<file path="src/rtl/shifter_iter_pkg.sv">
// Shared encodings and defaults for the iterative shifter.
// The optional early-exit feature is enabled with SHIFTER_ITER_EARLY_EXIT_EN.
package shifter_iter_pkg;

    localparam int WIDTH_DEF = 16;
    localparam int CNT_W_DEF = 4;

    localparam logic [1:0] OP_ROL = 2'b00;
    localparam logic [1:0] OP_SLL = 2'b01;
    localparam logic [1:0] OP_SRA = 2'b10;
    localparam logic [1:0] OP_SRL = 2'b11;

    typedef enum logic [1:0] {
        ST_IDLE  = 2'd0,
        ST_SHIFT = 2'd1,
        ST_DONE  = 2'd2
    } state_t;

endpackage

</file>
<file path="src/rtl/shifter_iter_shift_step.sv">
// Combinational single-bit step of the value under one of the four shift ops.
module shifter_iter_shift_step
    import shifter_iter_pkg::*;
#(
    parameter int WIDTH = WIDTH_DEF
) (
    input  logic [WIDTH-1:0] data,
    input  logic [1:0]       op,
    output logic [WIDTH-1:0] result
);

    always_comb begin
        result = data;
        case (op)
            OP_ROL:  result = {data[WIDTH-2:0], data[WIDTH-1]};
            OP_SLL:  result = {data[WIDTH-2:0], 1'b0};
            OP_SRA:  result = {data[WIDTH-1], data[WIDTH-1:1]};
            OP_SRL:  result = {1'b0, data[WIDTH-1:1]};
            default: result = data;
        endcase
    end

endmodule

</file>
<file path="src/rtl/shifter_iter.sv">
// Iterative shifter: one 1-bit step per clock until the latched count runs out.
// Define SHIFTER_ITER_EARLY_EXIT_EN to finish as soon as the value stops changing.
module shifter_iter
    import shifter_iter_pkg::*;
#(
    parameter int WIDTH = WIDTH_DEF,
    parameter int CNT_W = CNT_W_DEF
) (
    input  logic             clk,
    input  logic             rst,
    input  logic             start,
    input  logic [WIDTH-1:0] In,
    input  logic [CNT_W-1:0] Cnt,
    input  logic [1:0]       Op,
    output logic [WIDTH-1:0] Out,
    output logic             busy,
    output logic             done,
    output logic [1:0]       dbg_state
);

    // start/busy handshake: start is taken in any cycle where busy is low
    // (IDLE or DONE); while busy is high it is dropped, never queued.

    state_t           state;
    state_t           state_next;
    logic [CNT_W-1:0] cnt_r;
    logic [1:0]       op_r;
    logic [WIDTH-1:0] step_val;
    logic             accept;
    logic             fixed;

    assign accept    = start && (state != ST_SHIFT);
    assign dbg_state = state;

    shifter_iter_shift_step #(.WIDTH(WIDTH)) u_step (
        .data   (Out),
        .op     (op_r),
        .result (step_val)
    );

`ifdef SHIFTER_ITER_EARLY_EXIT_EN
    // Further steps cannot change a fixed point, so stopping early is exact.
    assign fixed = (op_r != OP_ROL) &&
                   ((step_val == '0) || ((op_r == OP_SRA) && (step_val == '1)));
`else
    assign fixed = 1'b0;
`endif

    always_ff @(posedge clk) begin
        if (rst) begin
            state <= ST_IDLE;
        end else begin
            state <= state_next;
        end
    end

    always_comb begin
        state_next = state;
        case (state)
            ST_IDLE, ST_DONE: begin
                if (accept) begin
                    state_next = (Cnt == '0) ? ST_DONE : ST_SHIFT;
                end else begin
                    state_next = ST_IDLE;
                end
            end
            ST_SHIFT: begin
                if ((cnt_r == CNT_W'(1)) || fixed) begin
                    state_next = ST_DONE;
                end
            end
            default: state_next = ST_IDLE;
        endcase
    end

    always_comb begin
        busy = 1'b0;
        done = 1'b0;
        case (state)
            ST_SHIFT: busy = 1'b1;
            ST_DONE:  done = 1'b1;
            default:  ;
        endcase
    end

    always_ff @(posedge clk) begin
        if (rst) begin
            Out   <= '0;
            cnt_r <= '0;
            op_r  <= OP_ROL;
        end else if (accept) begin
            Out   <= In;
            cnt_r <= Cnt;
            op_r  <= Op;
        end else if (state == ST_SHIFT) begin
            Out   <= step_val;
            cnt_r <= cnt_r - CNT_W'(1);
        end
    end

endmodule

</file>
<file path="config.mk">
export PLATFORM = sky130hd
export DESIGN_NAME = shifter_iter
export DESIGN_NICKNAME = d
export VERILOG_FILES = /design/src/rtl/shifter_iter_pkg.sv /design/src/rtl/shifter_iter_shift_step.sv /design/src/rtl/shifter_iter.sv
export SDC_FILE = /design/constraint.sdc
export NUM_CORES = 1
export LEC_CHECK = 0
export CAP_MARGIN = 40
export CORE_MARGIN = 2
export CORE_UTILIZATION = 40
export CTS_CLUSTER_DIAMETER = 40
export DETAILED_ROUTE_END_ITERATION = 7
export GPL_TIMING_DRIVEN = 0
export HOLD_SLACK_MARGIN = 0.03
export PLACE_DENSITY = 0.72
export SLEW_MARGIN = 20
export SYNTH_ARGS = -nofsm -noshare
export SYNTH_HDL_FRONTEND = slang
export SYNTH_SLANG_ARGS = --single-unit
</file>
<file path="constraint.sdc">
create_clock -name clk -period 1.5 [get_ports clk]
set_input_delay 0.15 -clock clk [delete_from_list [all_inputs] [get_ports clk]]
set_output_delay 0.15 -clock clk [all_outputs]
set_load 0.1 [all_outputs]
</file>
==> impl_metrics.csv <==
group,metric,value,unit
power,p_leak,0.845,nW
timing,fin_ws,109,ps
die,die_area,3760,um^2
global_routing,grt_usage,22.7,%
timing,fin_crit_sh,92.7,%
synth,ys_warn_count,0,
timing,rsz0062_at_grt,"false",
cells_and_area,area.sequential,508,um^2
critical_path,crit_fanout,10,
global_routing,grt_first_pass_wirelength,6400,um
die,die_x,61.3,um
synth,syn_nets,172,
drt,routedWlPerCell,16.0,um
placed_design,port_buffers,43,
hold_path,min_path_type,"in2reg",
clock_network,cts_tree,"built",
cells_and_area,synthToLayoutAreaGrowth,63.6,%
placed_design,routabilityCongestion,0.837,
global_routing,grt_pass1_vias,1322,
clock_network,clk_path_buf_depth,2,
critical_path,cp.required,1350,ps
cells_and_area,final_util,69.9,%
synth,yosysTopAreaCellShare,36.5,%
clock_network,cts-root-buf,"clkbuf_4",
synth,post_synth_xor_area_fraction,0,%
synth,synthMuxAreaShare,11.4,%
timing,fin_skew,8.45,ps
placed_design,dpl_cell_area,2130,um^2
die,fp-row-count,20,
cells_and_area,most-common-layout-cells,"a211oi_1, clkdlybuf4s50_1, buf_12",
synth,synth.top_cells.by_area,"dfxtp_1, a211oi_1, mux2i_1",
drt,drt-pass1-iter-count,4,
die,coreArea,3080,um^2
cells_and_area,drive_gt1_share,30.2,%
power,power,0.00234,W
timing,finalSetupViolCount,0,
placed_design,post-dp-hpwl,2910,um
drt,drcViolationCount,0,
timing,clock.fmax,0.719,GHz
timing,maxSlewViolCount,0,
timing,finalHoldViolations,0,
power,power_per_cell_area,1090,nW/um^2
drt,antenna_left,0,
timing,finalCriticalPeriod,1390,ps
drt,via_per_inst,5.56,
clock_network,h-tree-depth,1,
cells_and_area,fin_nets,227,
placed_design,place_ws,-169,ps
global_routing,antenna_found_initial,0,
die,ios,45,
global_routing,grt_overflow,0,
critical_path,crit_type,"reg2out",
run,drv_cap,0,
critical_path,cp-start-kind,"flop",
critical_path,cp.arrival,1240,ps
timing,tightest_slew,561,ps
clock_network,clk_latency,320,ps
clock_network,clock-sinks,24,
die,initial_core_util,42.7,%
synth,synth_top_area_cell,"dfxtp_1",
drt,vias,1352,
synth,yosysSeqAreaShare,36.5,%
cells_and_area,fin_area,2150,um^2
clock_network,postCtsHoldBufs,0,
drt,routed_wl,3890,um
outcome,status,"finished, final reports clean",
cells_and_area,final_common_cell,"a211oi_1",
synth,synth_compound_area_share,25.9,%
synth,syn-instance-count,145,
cells_and_area,multi_input_area,746,um^2
synth,synth.distinct_cells,26,
clock_network,cts_inserted_buffers,3,
synth,synthSimpleGateAreaFrac,16.9,%
synth,synth_top_family_by_area,"compound AO/OA/AOI/OAI gates",
synth,synth-seq-cells,24,
synth,synthAdderAreaFrac,1.90,%
power,vdd_ir_drop_max,0.610,mV
synth,syn_area,1320,um^2
cells_and_area,antenna_cells,0,
placed_design,place_inst,252,
cells_and_area,nFillCells,246,
timing,slew_headroom,62.6,%
critical_path,end_kind,"output port",
global_routing,grt_max_degree,15,
cells_and_area,layoutNonFillerInstCount,243,
die,die_y,61.3,um
clock_network,clkTransAtPathRegs,150,ps
drt,first_iter_violations,37,
synth,syn-mean-instance-area,9.07,um^2
==> layout make-up <==
type	count	area share, %
buffer	13	4.07
timing repair buffer	50	31.9
clock buffer	4	2.21
tap	44	2.56
inverter	5	0.989
multi-input combinational	103	34.7
sequential	24	23.6
==> state kept, by name, summed over array words and instances, names as in the netlist <==
register / count
Out: 16
cnt_r: 4
dbg_state: 2
op_r: 2
==> where the power goes <==
group	total [W]	switching, W	internal (W)
Sequential	0.000813	0.0000928	0.000720
Combinational	0.00112	0.000664	0.000454
Clock	0.000412	0.000209	0.000203
==> per-layer routing <==
metal	GRT usage, %	vias to the layer above	part of all wire [%]
met3	3.78	2	4.9
met5	0	-	0
met1	29.9	658	44
met4	2.74	0	0.39
met2	40.3	43	51
li1	-	649	-
==> kinds of logic after synthesis <==
group	count (synthesis)
multiplexers	15
flip-flops	24
adder cells (fa/ha/maj)	2
buffers and inverters	18
AND/OR/NAND/NOR	38
AO/OA/AOI/OAI	48
==> stage by stage <==
stage | hold WS (ps) | setup TNS, ps
after CTS | 184 | 0
after global placement | 486 | -2970
final | 183 | 0
after detailed placement | 490 | -169
after floorplan | 215 | -69.0
after global routing | 203 | 0
==> synthesized netlist by cell type (all sizes together) <==
cell type	count
buf	9
or3	2
o21ai	5
nand2b	1
inv	5
nor2	1
nor2b	20
ha	2
o21ba	1
nor3	4
o211a	1
a211oi	33
nand3	5
dfxtp	24
a31oi	3
clkbuf	4
nor3b	1
nor4	1
a2111oi	1
a21oi	4
nand2	2
and2	1
mux2i	15
==> timing repair <==
item                                    CTS  global route
buffers inserted                          3             2
endpoints found under the setup margin   20             1
gates resized for setup                  24             3
==> path summary, 6_finish.rpt <==
path / end / startpoint / slack (ps) / cells after the start
min: Out[15] / start / 180 / 3
max reg2reg: Out[3] / dbg_state[1] / 150 / 5
max: busy / dbg_state[1] / 110 / 4
min reg2reg: op_r[0] / op_r[0] / 520 / 2
==> worst max-delay path: stages (launching register included) <==
cell      delay, ps
dfxtp_4         370
nand2b_4        160
inv_4            90
buf_8           140
buf_12          170
Power figures use the tool's default switching activity.
